===== src/rtl/pipe_ctrl_if.sv =====
// Hazard/handshake bundle between the pipeline datapath and pipe_ctrl.
// master = datapath side (drives hazard info), slave = controller side.
interface pipe_ctrl_if;
  logic [4:0]  ifid_rs;
  logic [4:0]  ifid_rt;
  logic        idex_memR;
  logic [4:0]  idex_rt;
  logic        exmem_pcSel;
  logic        exmem_memR;
  logic        exmem_memW;
  logic        mem_ready;

  logic        pc_we;
  logic        ifid_we;
  logic        idex_we;
  logic        exmem_we;
  logic        memwb_we;
  logic        ifid_flush;
  logic        idex_flush;
  logic        exmem_flush;
  logic        memwb_flush;
  logic        timeout;
  logic [15:0] stall_cnt;

  modport master (
    output ifid_rs, ifid_rt, idex_memR, idex_rt,
           exmem_pcSel, exmem_memR, exmem_memW, mem_ready,
    input  pc_we, ifid_we, idex_we, exmem_we, memwb_we,
           ifid_flush, idex_flush, exmem_flush, memwb_flush,
           timeout, stall_cnt
  );

  modport slave (
    input  ifid_rs, ifid_rt, idex_memR, idex_rt,
           exmem_pcSel, exmem_memR, exmem_memW, mem_ready,
    output pc_we, ifid_we, idex_we, exmem_we, memwb_we,
           ifid_flush, idex_flush, exmem_flush, memwb_flush,
           timeout, stall_cnt
  );
endinterface


===== src/rtl/pipe_ctrl.sv =====
// Five-stage pipeline hazard controller: load-use bubbles, branch flushes and
// data-memory wait states. Memory-wait support is built only with PIPE_CTRL_MEM_WAIT_EN.
module pipe_ctrl #(
  parameter int TIMEOUT = 16
) (
  input  logic       clk,
  input  logic       rst,
  pipe_ctrl_if.slave bus
);

  typedef enum logic {
    RUN     = 1'b0,
    MEMWAIT = 1'b1
  } state_t;

  typedef enum logic [2:0] {
    M_RESET,
    M_NORMAL,
    M_BRANCH,
    M_LOAD_USE,
    M_MEM_STALL,
    M_ABORT
  } mode_t;

  state_t      state;
  state_t      state_nxt;
  mode_t       mode;
  mode_t       run_mode;
  logic        load_use;
  logic        mem_busy;
  logic [4:0]  we_vec;
  logic [3:0]  flush_vec;
  logic [15:0] stall_cnt;

  function automatic logic [15:0] sat_inc16(input logic [15:0] v);
    return (v == 16'hFFFF) ? v : v + 16'd1;
  endfunction

  assign load_use = bus.idex_memR & (bus.idex_rt != 5'd0) &
                    ((bus.idex_rt == bus.ifid_rs) | (bus.idex_rt == bus.ifid_rt));

  // Branch redirect dominates a load-use match: the dependent instruction is squashed anyway.
  assign run_mode = bus.exmem_pcSel ? M_BRANCH :
                    load_use        ? M_LOAD_USE : M_NORMAL;

`ifdef PIPE_CTRL_MEM_WAIT_EN
  localparam logic [7:0] WAIT_LAST = 8'(TIMEOUT - 1);

  logic [7:0] wait_cnt;
  logic       timeout_q;

  assign mem_busy = (bus.exmem_memR | bus.exmem_memW) & ~bus.mem_ready;
`else
  logic unused_mem;

  assign mem_busy   = 1'b0;
  assign unused_mem = bus.mem_ready ^ bus.exmem_memR ^ bus.exmem_memW;
`endif

  always_comb begin
    mode      = M_NORMAL;
    state_nxt = RUN;
    if (!rst) begin
      mode = M_RESET;
    end else begin
      case (state)
`ifdef PIPE_CTRL_MEM_WAIT_EN
        MEMWAIT: begin
          if (bus.mem_ready) begin
            mode = run_mode;
          end else if (wait_cnt == WAIT_LAST) begin
            mode = M_ABORT;
          end else begin
            mode      = M_MEM_STALL;
            state_nxt = MEMWAIT;
          end
        end
`endif
        default: begin
          if (mem_busy) begin
            mode      = M_MEM_STALL;
            state_nxt = MEMWAIT;
          end else begin
            mode = run_mode;
          end
        end
      endcase
    end
  end

  // we_vec = {pc, ifid, idex, exmem, memwb}; flush_vec = {ifid, idex, exmem, memwb}
  always_comb begin
    we_vec    = 5'b11111;
    flush_vec = 4'b0000;
    case (mode)
      M_RESET: begin
        we_vec    = 5'b00000;
        flush_vec = 4'b1111;
      end
      M_BRANCH:    flush_vec = 4'b1110;
      M_LOAD_USE: begin
        we_vec    = 5'b00111;
        flush_vec = 4'b0100;
      end
      M_MEM_STALL: begin
        we_vec    = 5'b00000;
        flush_vec = 4'b0001;
      end
      M_ABORT:     flush_vec = 4'b0010;
      default: begin
        we_vec    = 5'b11111;
        flush_vec = 4'b0000;
      end
    endcase
  end

  always_ff @(posedge clk or negedge rst) begin
    if (!rst) begin
      state     <= RUN;
      stall_cnt <= 16'd0;
    end else begin
      state <= state_nxt;
      if (we_vec != 5'b11111) begin
        stall_cnt <= sat_inc16(stall_cnt);
      end
    end
  end

`ifdef PIPE_CTRL_MEM_WAIT_EN
  // Counter restarts from 0 on every RUN->MEMWAIT entry.
  always_ff @(posedge clk or negedge rst) begin
    if (!rst) begin
      wait_cnt  <= 8'd0;
      timeout_q <= 1'b0;
    end else begin
      if (state_nxt == MEMWAIT) begin
        wait_cnt <= (state == MEMWAIT) ? wait_cnt + 8'd1 : 8'd0;
      end else begin
        wait_cnt <= 8'd0;
      end
      if (mode == M_ABORT) begin
        timeout_q <= 1'b1;
      end
    end
  end

  assign bus.timeout = timeout_q;
`else
  assign bus.timeout = 1'b0;
`endif

  assign bus.pc_we       = we_vec[4];
  assign bus.ifid_we     = we_vec[3];
  assign bus.idex_we     = we_vec[2];
  assign bus.exmem_we    = we_vec[1];
  assign bus.memwb_we    = we_vec[0];
  assign bus.ifid_flush  = flush_vec[3];
  assign bus.idex_flush  = flush_vec[2];
  assign bus.exmem_flush = flush_vec[1];
  assign bus.memwb_flush = flush_vec[0];
  assign bus.stall_cnt   = stall_cnt;

endmodule


===== src/flat_wrapper.sv =====
// flat-port wrapper written by rule: the top's interface ports become plain ports
module pipe_ctrl_flat 
#(
  parameter int TIMEOUT = 16
)
  (clk, rst, bus_ifid_rs, bus_ifid_rt, bus_idex_memR, bus_idex_rt, bus_exmem_pcSel, bus_exmem_memR, bus_exmem_memW, bus_mem_ready, bus_pc_we, bus_ifid_we, bus_idex_we, bus_exmem_we, bus_memwb_we, bus_ifid_flush, bus_idex_flush, bus_exmem_flush, bus_memwb_flush, bus_timeout, bus_stall_cnt);
  pipe_ctrl_if bus_i ();
  input  logic clk;
  input  logic rst;
  input wire logic [$bits(bus_i.ifid_rs)-1:0] bus_ifid_rs;
  input wire logic [$bits(bus_i.ifid_rt)-1:0] bus_ifid_rt;
  input wire logic [$bits(bus_i.idex_memR)-1:0] bus_idex_memR;
  input wire logic [$bits(bus_i.idex_rt)-1:0] bus_idex_rt;
  input wire logic [$bits(bus_i.exmem_pcSel)-1:0] bus_exmem_pcSel;
  input wire logic [$bits(bus_i.exmem_memR)-1:0] bus_exmem_memR;
  input wire logic [$bits(bus_i.exmem_memW)-1:0] bus_exmem_memW;
  input wire logic [$bits(bus_i.mem_ready)-1:0] bus_mem_ready;
  output wire logic [$bits(bus_i.pc_we)-1:0] bus_pc_we;
  output wire logic [$bits(bus_i.ifid_we)-1:0] bus_ifid_we;
  output wire logic [$bits(bus_i.idex_we)-1:0] bus_idex_we;
  output wire logic [$bits(bus_i.exmem_we)-1:0] bus_exmem_we;
  output wire logic [$bits(bus_i.memwb_we)-1:0] bus_memwb_we;
  output wire logic [$bits(bus_i.ifid_flush)-1:0] bus_ifid_flush;
  output wire logic [$bits(bus_i.idex_flush)-1:0] bus_idex_flush;
  output wire logic [$bits(bus_i.exmem_flush)-1:0] bus_exmem_flush;
  output wire logic [$bits(bus_i.memwb_flush)-1:0] bus_memwb_flush;
  output wire logic [$bits(bus_i.timeout)-1:0] bus_timeout;
  output wire logic [$bits(bus_i.stall_cnt)-1:0] bus_stall_cnt;
  assign bus_i.ifid_rs = bus_ifid_rs;
  assign bus_i.ifid_rt = bus_ifid_rt;
  assign bus_i.idex_memR = bus_idex_memR;
  assign bus_i.idex_rt = bus_idex_rt;
  assign bus_i.exmem_pcSel = bus_exmem_pcSel;
  assign bus_i.exmem_memR = bus_exmem_memR;
  assign bus_i.exmem_memW = bus_exmem_memW;
  assign bus_i.mem_ready = bus_mem_ready;
  assign bus_pc_we = bus_i.pc_we;
  assign bus_ifid_we = bus_i.ifid_we;
  assign bus_idex_we = bus_i.idex_we;
  assign bus_exmem_we = bus_i.exmem_we;
  assign bus_memwb_we = bus_i.memwb_we;
  assign bus_ifid_flush = bus_i.ifid_flush;
  assign bus_idex_flush = bus_i.idex_flush;
  assign bus_exmem_flush = bus_i.exmem_flush;
  assign bus_memwb_flush = bus_i.memwb_flush;
  assign bus_timeout = bus_i.timeout;
  assign bus_stall_cnt = bus_i.stall_cnt;
  pipe_ctrl #(.TIMEOUT(TIMEOUT)) u_core (.clk(clk), .rst(rst), .bus(bus_i));
endmodule

===== config.mk =====
export PLATFORM = sky130hd
export DESIGN_NAME = pipe_ctrl_flat
export DESIGN_NICKNAME = d
export VERILOG_FILES = /design/src/rtl/pipe_ctrl_if.sv /design/src/rtl/pipe_ctrl.sv /design/src/flat_wrapper.sv
export SDC_FILE = /design/constraint.sdc
export NUM_CORES = 1
export LEC_CHECK = 0
export ABC_AREA = 1
export CAP_MARGIN = 40
export CORE_AREA = 2 2 57 59
export CTS_CLUSTER_SIZE = 24
export DETAILED_ROUTE_END_ITERATION = 10
export DIE_AREA = 0 0 59 61
export GPL_TIMING_DRIVEN = 0
export HOLD_SLACK_MARGIN = 0.05
export PLACE_DENSITY = 0.84
export SYNTH_ARGS = -nofsm -noshare
export SYNTH_HDL_FRONTEND = slang
export SYNTH_SLANG_ARGS = --single-unit

===== constraint.sdc =====
create_clock -name clk -period 2.4 [get_ports clk]
set_input_delay 0.72 -clock clk [delete_from_list [all_inputs] [get_ports clk]]
set_output_delay 0.72 -clock clk [all_outputs]
set_load 0.005 [all_outputs]

==> metrics.md, run 1 <==
| Metric | Value |
|---|---|
| Outcome | `finished with violations` |
| Failing checks | `setup timing` |
| Site Rows | `20` |
| Synthesized area per cell | `6.65 um2` |
| Synthesized area | `0.00126 mm2` |
| Setup Skew | `4.31 ps` |
| Pre-CTS setup slack | `-1290 ps` |
| Worst path arrival time | `~1800 ps` |
| Multi-input gate area | `772 um2` |
| Largest register FFs | `16` |
| Top Registers | `u_core.bus.stall_cnt x16` |
| Clock Path Buffers | `2` |
| Detailed placement HPWL | `2150 um` |
| Pin count of the biggest net entering global routing | `20` |
| Area post-placement | `around 0.0017 mm2` |
| Diode count | `0` |
| Max-cap viol count | `0` |
| Logic pwr share | `40.4%` |
| Post-synth EDFFs | `0` |
| Critical Path End Type | `output port` |
| Vias in the first global route | `1,185` |
| Hold Vio Cnt, Final | `0` |
| IO Pins | `48` |
| Pwr dens | `510 mW/mm2` |
| LEAKAGE | `0.000953 uW` |
| Switching Fraction | `approximately a third` |
| Worst-path maximum fanout | `3` |
| Hold WC Path Type | `in -> async` |
| Vias after detailed routing | `between 1,000 and 1,500` |
| Post-synthesis sequential area ratio | `between 30% and 40%` |
| Worst setup slack after layout | `-146 ps` |
| I/O Buffers | `between 40 and 50` |
| Final Max Slew Viols | `0` |
| Die W | `59 um` |
| Count leader, synth | `nand2_1` |
| Top reg by flops | `u_core.bus.stall_cnt` |
| WL/cell | `10.5 um` |
| H-tree level count | `1` |
| Ys async rst share | `100%` |
| Die H | `61 um` |
| First-pass GRT wire length | `4860 um` |
| Net Switching | `approximately 330 uW` |
| Clk root buf | `clkbuf_4` |
| Largest cells by area after synthesis | `dfrtp_1 (32%), nand2_1 (24%), xnor2_1 (9.1%)` |
| Final period util | `106%` |
| Netlist cell types | `19` |
| Worst path required time | `roughly 1700 ps` |
| DRC Markers | `0` |
| Starting Density | `42.6%` |
| Critical R2R Capture | `u_core.bus.stall_cnt[14]` |
| Initial antenna violation count | `0` |
| Crit start category | `input pin` |
| Total core area | `0.00295 mm2` |
| Worst R2R Path Depth | `9` |
| Post-Route WL | `2870 um` |
| Global placement routability congestion | `0.859` |
| VDD IR-drop max | `0.451 mV` |
| Fill cells | `262` |
| Share of post-route cells with drive strength above 1 | `28.0%` |
| Top-area cell type share of the netlist area | `31.8%` |
| Post-synth top flop | `dfrtp_1` |
| Final ANT Viol Nets | `0` |
| Leading area contributor after synthesis | `dfrtp_1` |
| CTS tree | `done` |
| Post-Syn Nets | `215` |
| Synth Warn # | `0` |
| Reg clk slew, reported paths | `about 100 ps` |
| Critical path class | `in -> out` |
| Finish-stage setup viols | `7` |
| Via density | `4.68` |
| DR iter-0 viols | `43` |
| Sequential Power Share | `40.8%` |
| Full die area | `0.00360 mm2` |
| Most frequent cells after synthesis | `nand2_1 (81), inv_1 (23), nor2_1 (19), dfrtp_1 (16), xnor2_1 (13)` |
| Seq cells post-synth | `16` |
| Pint | `639 uW` |
| First drt pass iteration count | `4` |
| Minimum clock period | `between 2000 and 3000 ps` |
| Fmax | `approximately 390 MHz` |
| Hold_buf cts | `0` |
| Sequential cell area | `400 um2` |
| Clk pwr share | `18.8%` |
| Cells after Synth | `189` |
| Worst R2R Setup Slack | `660 ps` |
| RR Startpoint | `u_core.bus.stall_cnt[0]` |
| Clk sink count | `16` |
| Num CTS Buffers | `3` |
| GRT Residual Overflow | `0` |
| Skew-Pair Late Insertion Delay | `290 ps` |
| Total Routing Usage GR | `roughly 18%` |
| RSZ-0062 raised after global routing | `yes` |
| Final nets | `around 270` |
| Syn-to-layout area delta | `50.3%` |
| Design Area, Final | `0.00189 mm2` |
-- final cells by class --
class	count	area share (%)
repair buffers	47	25.7
multi-input cells	142	40.8
clock buffers	4	1.92
well taps	33	2.18
inverters	24	5.03
flip-flops and latches	16	21.2
plain buffers	6	3.18
-- per-layer routing --
metal / track usage, % / vias up / part of all wire, %
li1: - / 666 / -
met1: 20.9 / 554 / 44
met2: 32.4 / 50 / 48
met3: 3.62 / 2 / 7.9
met4: 4.55 / 0 / 0.28
met5: 0 / - / 0
-- critical path, cell delays in order --
cell	delay (ps)
buf_8	100
nand2_1	50
nand2_1	40
nor2_1	120
nand3_1	80
nand2_1	60
nand2_1	60
nand2_2	80
nand2_4	60
ha_4	280
buf_6	90
buf_6	80
-- metrics by stage --
| step | instances | total power (uW) | hold slack, ps | setup TNS (ps) | util [%] |
|---|---|---|---|---|---|
| finish | 272 | 965 | 287 | -615 | 64.0 |
| global route | 272 | 1040 | 285 | -1340 | 64.0 |
| CTS | 271 | 956 | 292 | -910 | 61.0 |
| detailed placement | 265 | 763 | 539 | -19040 | 58.6 |
| global placement | 265 | 753 | 537 | -18250 | 58.6 |
| floorplan | 189 | 569 | 424 | 0 | - |
-- cell usage in the layout, fill, tap and decap left out, types with 4 or more instances in the layout --
cell type        netlist  routed
inv_2                  1      12
buf_8                  0       4
nand2_2                0       6
inv_1                 23      10
buf_4                  5       4
clkdlybuf4s50_1        0      16
buf_6                  2      21
nand2_1               81      74
nand3_1                9       9
xnor2_1               13      13
dfrtp_1               16      16
nor2_1                19      17
o21ai_1                3       4
-- cell families (layout without fill, tap and decap cells) --
logic type	Yosys count	count (layout)	share of synthesized area (%)
and+or+nand+nor	117	117	39.2
buffers and inverters	31	81	11.9
xor gates and xnor gates	16	16	11.1
DFF	16	16	31.8
adders and majority gates	4	4	3.98
AOI/OAI and AO/OA	4	4	1.59
other	1	1	0.298
-- power groups by stage --
| stage | Sequential (uW) | Clock (uW) | Combinational [uW] |
|---|---|---|---|
| finish | 394 | 181 | 390 |
| global route | 405 | 204 | 435 |
| CTS | 394 | 185 | 376 |
| detailed placement | 398 | 0 | 365 |
| global placement | 396 | 0 | 358 |
| floorplan | 387 | 0 | 182 |
-- how the worst max path moves through the flow --
stage / from / endpoint / slack, ps / cells past startpoint
4_1_cts: bus_idex_rt[2] / bus_pc_we / -200 / 13
5_1_grt: bus_idex_rt[4] / bus_pc_we / -250 / 13
6_report: bus_idex_rt[3] / bus_pc_we / -150 / 12
2_1_floorplan: bus_idex_rt[3] / bus_pc_we / 10 / 11
3_5_place_dp: rst / bus_pc_we / -1290 / 5
3_3_place_gp: rst / bus_pc_we / -1260 / 5
-- timing repair --
| action | 4_1_cts | 5_1_grt |
|---|---|---|
| endpoints found under the hold margin | 0 | 0 |
| endpoints found under the setup margin | 25 | 8 |
| pin swaps | 24 | 29 |
| resized for setup | 128 | 29 |
| setup buffers | 3 | 1 |
Note: power is estimated with default switching activity, not from simulation.
==> run 2, diff against run 1 <==
--- a/config.mk
+++ b/config.mk
@@ -12,7 +12,7 @@
 export DETAILED_ROUTE_END_ITERATION = 10
 export DIE_AREA = 0 0 59 61
 export GPL_TIMING_DRIVEN = 0
-export HOLD_SLACK_MARGIN = 0.05
+export HOLD_SLACK_MARGIN = 0.02
 export PLACE_DENSITY = 0.84
 export SYNTH_ARGS = -nofsm -noshare
 export SYNTH_HDL_FRONTEND = slang
==> results of run 2 <==
No change in the layout: final DEF, timing and power equal those of run 1.
==> run 3, diff against run 2 <==
==> constraint.sdc (replaced) <==
create_clock -name clk -period 2.4 [get_ports clk]
set_input_delay 0.48 -clock clk [delete_from_list [all_inputs] [get_ports clk]]
set_output_delay 0.48 -clock clk [all_outputs]
set_load 0.005 [all_outputs]
==> run 3 against run 2 <==
The run now ends clean; routed wire length shrank 1.4%; global-route usage shrank 0.31 points; combinational power shrank 9.0%; maximum frequency grew 11%; via count shrank 0.16%; core utilization shrank 5.0 points; first-iteration DRC count grew 2.3%; sequential power is essentially flat; register-to-register slack is essentially flat; largest cell class unchanged; highest routed layer unchanged.
==> metrics.md, run 3 (synthesized netlist as in run 1, its figures left out) <==
| Metric | Value |
|---|---|
| Final period util | `95.7% (was 106%)` |
| Critical path class | `in -> out (unchanged)` |
| Finish-stage setup viols | `0 (was 7)` |
| Share of post-route cells with drive strength above 1 | `17.2% (was 28.0%)` |
| Slowest CP cell | `clkdlybuf4s50_1 (was ha_4)` |
| WL/cell | `10.4 um (was 10.5 um)` |
| Clk root buf | `clkbuf_4 (unchanged)` |
| Critical Path End Type | `output port (unchanged)` |
| Vias after detailed routing | `1,270 (was 1,272)` |
| RSZ-0062 raised after global routing | `no (was yes)` |
| Die H | `61 um (unchanged)` |
| Net Switching | `318 uW (was 325 uW)` |
| Logic pwr share | `38.1% (was 40.4%)` |
| WP buf/inv | `5 (was 3)` |
| Full die area | `0.00360 mm2 (unchanged)` |
| Final nets | `266 (unchanged)` |
| Cells along the critical path | `clkdlybuf4s50_1, o21ai_1, inv_1, nand2_1, nand2_2, nand2_4, ha_4, buf_4, buf_4, buf_4 (was buf_8, nand2_1, nand2_1, nor2_1, nand3_1, nand2_1, nand2_1, nand2_2, nand2_4, ha_4, buf_6, buf_6)` |
| Detailed placement HPWL | `2150 um (unchanged)` |
| Clk pwr share | `19.6% (was 18.8%)` |
| Minimum clock period | `2300 ps (was 2550 ps)` |
| Post-Route WL | `2830 um (was 2870 um)` |
| Top Registers | `u_core.bus.stall_cnt x16 (unchanged)` |
| I/O Buffers | `43 (unchanged)` |
| Hold Vio Cnt, Final | `0 (unchanged)` |
| Site Rows | `20 (unchanged)` |
| Hold WC Path Type | `in -> async (unchanged)` |
| Setup TNS | `0 ps (was -615 ps)` |
| Fmax | `435 MHz (was 393 MHz)` |
| Diode count | `0 (unchanged)` |
| Total core area | `0.00295 mm2 (unchanged)` |
| Reg clk slew, reported paths | `100 ps (about the same)` |
| Total Routing Usage GR | `17.3% (was 17.6%)` |
| Top delay family on crit path | `buffers and inverters (was simple AND/OR/NAND/NOR gates)` |
| Crit start category | `input pin (unchanged)` |
| Final Max Slew Viols | `0 (unchanged)` |
| First drt pass iteration count | `4 (unchanged)` |
| Clk sink count | `16 (unchanged)` |
| GRT Residual Overflow | `0 (unchanged)` |
| CTS tree | `done (unchanged)` |
| DRC Markers | `0 (unchanged)` |
| H-tree level count | `1 (unchanged)` |
| Global placement routability congestion | `0.859 (unchanged)` |
| Most frequent cells in the layout | `nand2_1 (79), inv_1 (20), clkdlybuf4s50_1 (20), nor2_1 (19), dfrtp_1 (16) (was nand2_1 (74), buf_6 (21), nor2_1 (17), clkdlybuf4s50_1 (16), dfrtp_1 (16))` |
| Multi-input gate area | `742 um2 (was 772 um2)` |
| LEAKAGE | `0.000915 uW (was 0.000953 uW)` |
| Sequential cell area | `400 um2 (unchanged)` |
| Switching Fraction | `34.1% (was 33.7%)` |
| Max-cap viol count | `0 (unchanged)` |
| Worst-path maximum fanout | `3 (unchanged)` |
| Setup Skew | `3.93 ps (was 4.31 ps)` |
| Cell mode on critical path | `buf_4 (was nand2_1)` |
| IO Pins | `48 (unchanged)` |
| VDD IR-drop max | `0.447 mV (was 0.451 mV)` |
| Vias in the first global route | `1,176 (was 1,185)` |
| Largest register FFs | `16 (unchanged)` |
| Pint | `613 uW (was 639 uW)` |
| Syn-to-layout area delta | `38.7% (was 50.3%)` |
| Worst path arrival time | `1820 ps (was 1830 ps)` |
| DR iter-0 viols | `44 (was 43)` |
| Top reg by flops | `u_core.bus.stall_cnt (unchanged)` |
| Min Hold Slack | `114 ps (was 287 ps)` |
| Clock Path Buffers | `2 (unchanged)` |
| Hold_buf cts | `0 (unchanged)` |
| Commonest non-fill, non-tap cell in the layout | `nand2_1 (unchanged)` |
| Sequential Power Share | `42.3% (was 40.8%)` |
| Worst path required time | `1920 ps (was 1680 ps)` |
| Outcome | `completed (was finished with violations)` |
| Die W | `59 um (unchanged)` |
| Peak per-stage delay on the critical path | `450 ps (was 280 ps)` |
| Fill cells | `283 (was 262)` |
| First-pass GRT wire length | `4760 um (was 4860 um)` |
| Num CTS Buffers | `3 (unchanged)` |
| Pin count of the biggest net entering global routing | `20 (unchanged)` |
| Via density | `4.67 (was 4.68)` |
| Final ANT Viol Nets | `0 (unchanged)` |
| Starting Density | `42.6% (unchanged)` |
| Initial antenna violation count | `0 (unchanged)` |
| Pwr dens | `534 mW/mm2 (was 510 mW/mm2)` |
| Skew-Pair Late Insertion Delay | `290 ps (about the same)` |
[run 3: layout make-up]
cell class              instances  share of cell area [%]
flip-flops and latches         16                    23.0
inverters                      24                    5.17
repair buffers                 46                    21.4
clock buffers                   4                    2.08
multi-input cells             142                    42.5
plain buffers                   7                    3.44
well taps                      33                    2.37
[run 3: power groups by stage]
stage,Combinational (uW),Clock [uW],Sequential (uW)
6_report,355,182,394
3_3_place_gp,358,0,396
4_1_cts,362,185,394
2_1_floorplan,182,0,387
5_1_grt,398,204,405
3_5_place_dp,365,0,398
[run 3: worst paths after layout]
kind / start / end / slack, ps / cells after the start
max: bus_idex_memR / bus_pc_we / 100 / 10
min reg2reg: u_core.bus.stall_cnt[15] / u_core.bus.stall_cnt[15] / 570 / 2
max reg2reg: u_core.bus.stall_cnt[0] / u_core.bus.stall_cnt[14] / 650 / 9
max in group asynchronous: rst / u_core.bus.stall_cnt[6] / 1980 / 1
min in group clk: u_core.bus.stall_cnt[15] / u_core.bus.stall_cnt[15] / 570 / 2
min: rst / u_core.bus.stall_cnt[10] / 110 / 1
[run 3: layer usage]
metal  track usage, %  share of wire (%)  vias up
met5                0                  0        -
met4             4.55               0.67        0
met3             3.62                8.2        4
met2             31.7                 46       51
met1             20.5                 45      552
li1                 -                  -      663
[run 3: timing repair]
| action | 4_1_cts | 5_1_grt |
|---|---|---|
| pin swaps | 11 | 11 |
| endpoints found under the setup margin | 20 | 7 |
| buffers inserted | 2 | 1 |
| gates resized for setup | 44 | 25 |
[run 3: stage by stage]
stage                     total power [uW]  utilization [%]  area, um2  std cells  setup WS [ps]
after CTS                              941             60.8       1790        271          -39.8
after floorplan                        569                -       1260        189            491
after detailed placement               763             58.6       1730        265           -807
after global routing                  1010             59.1       1740        272           5.27
final                                  931             59.1       1740        272            102
after global placement                 753             58.6       1730        265           -782
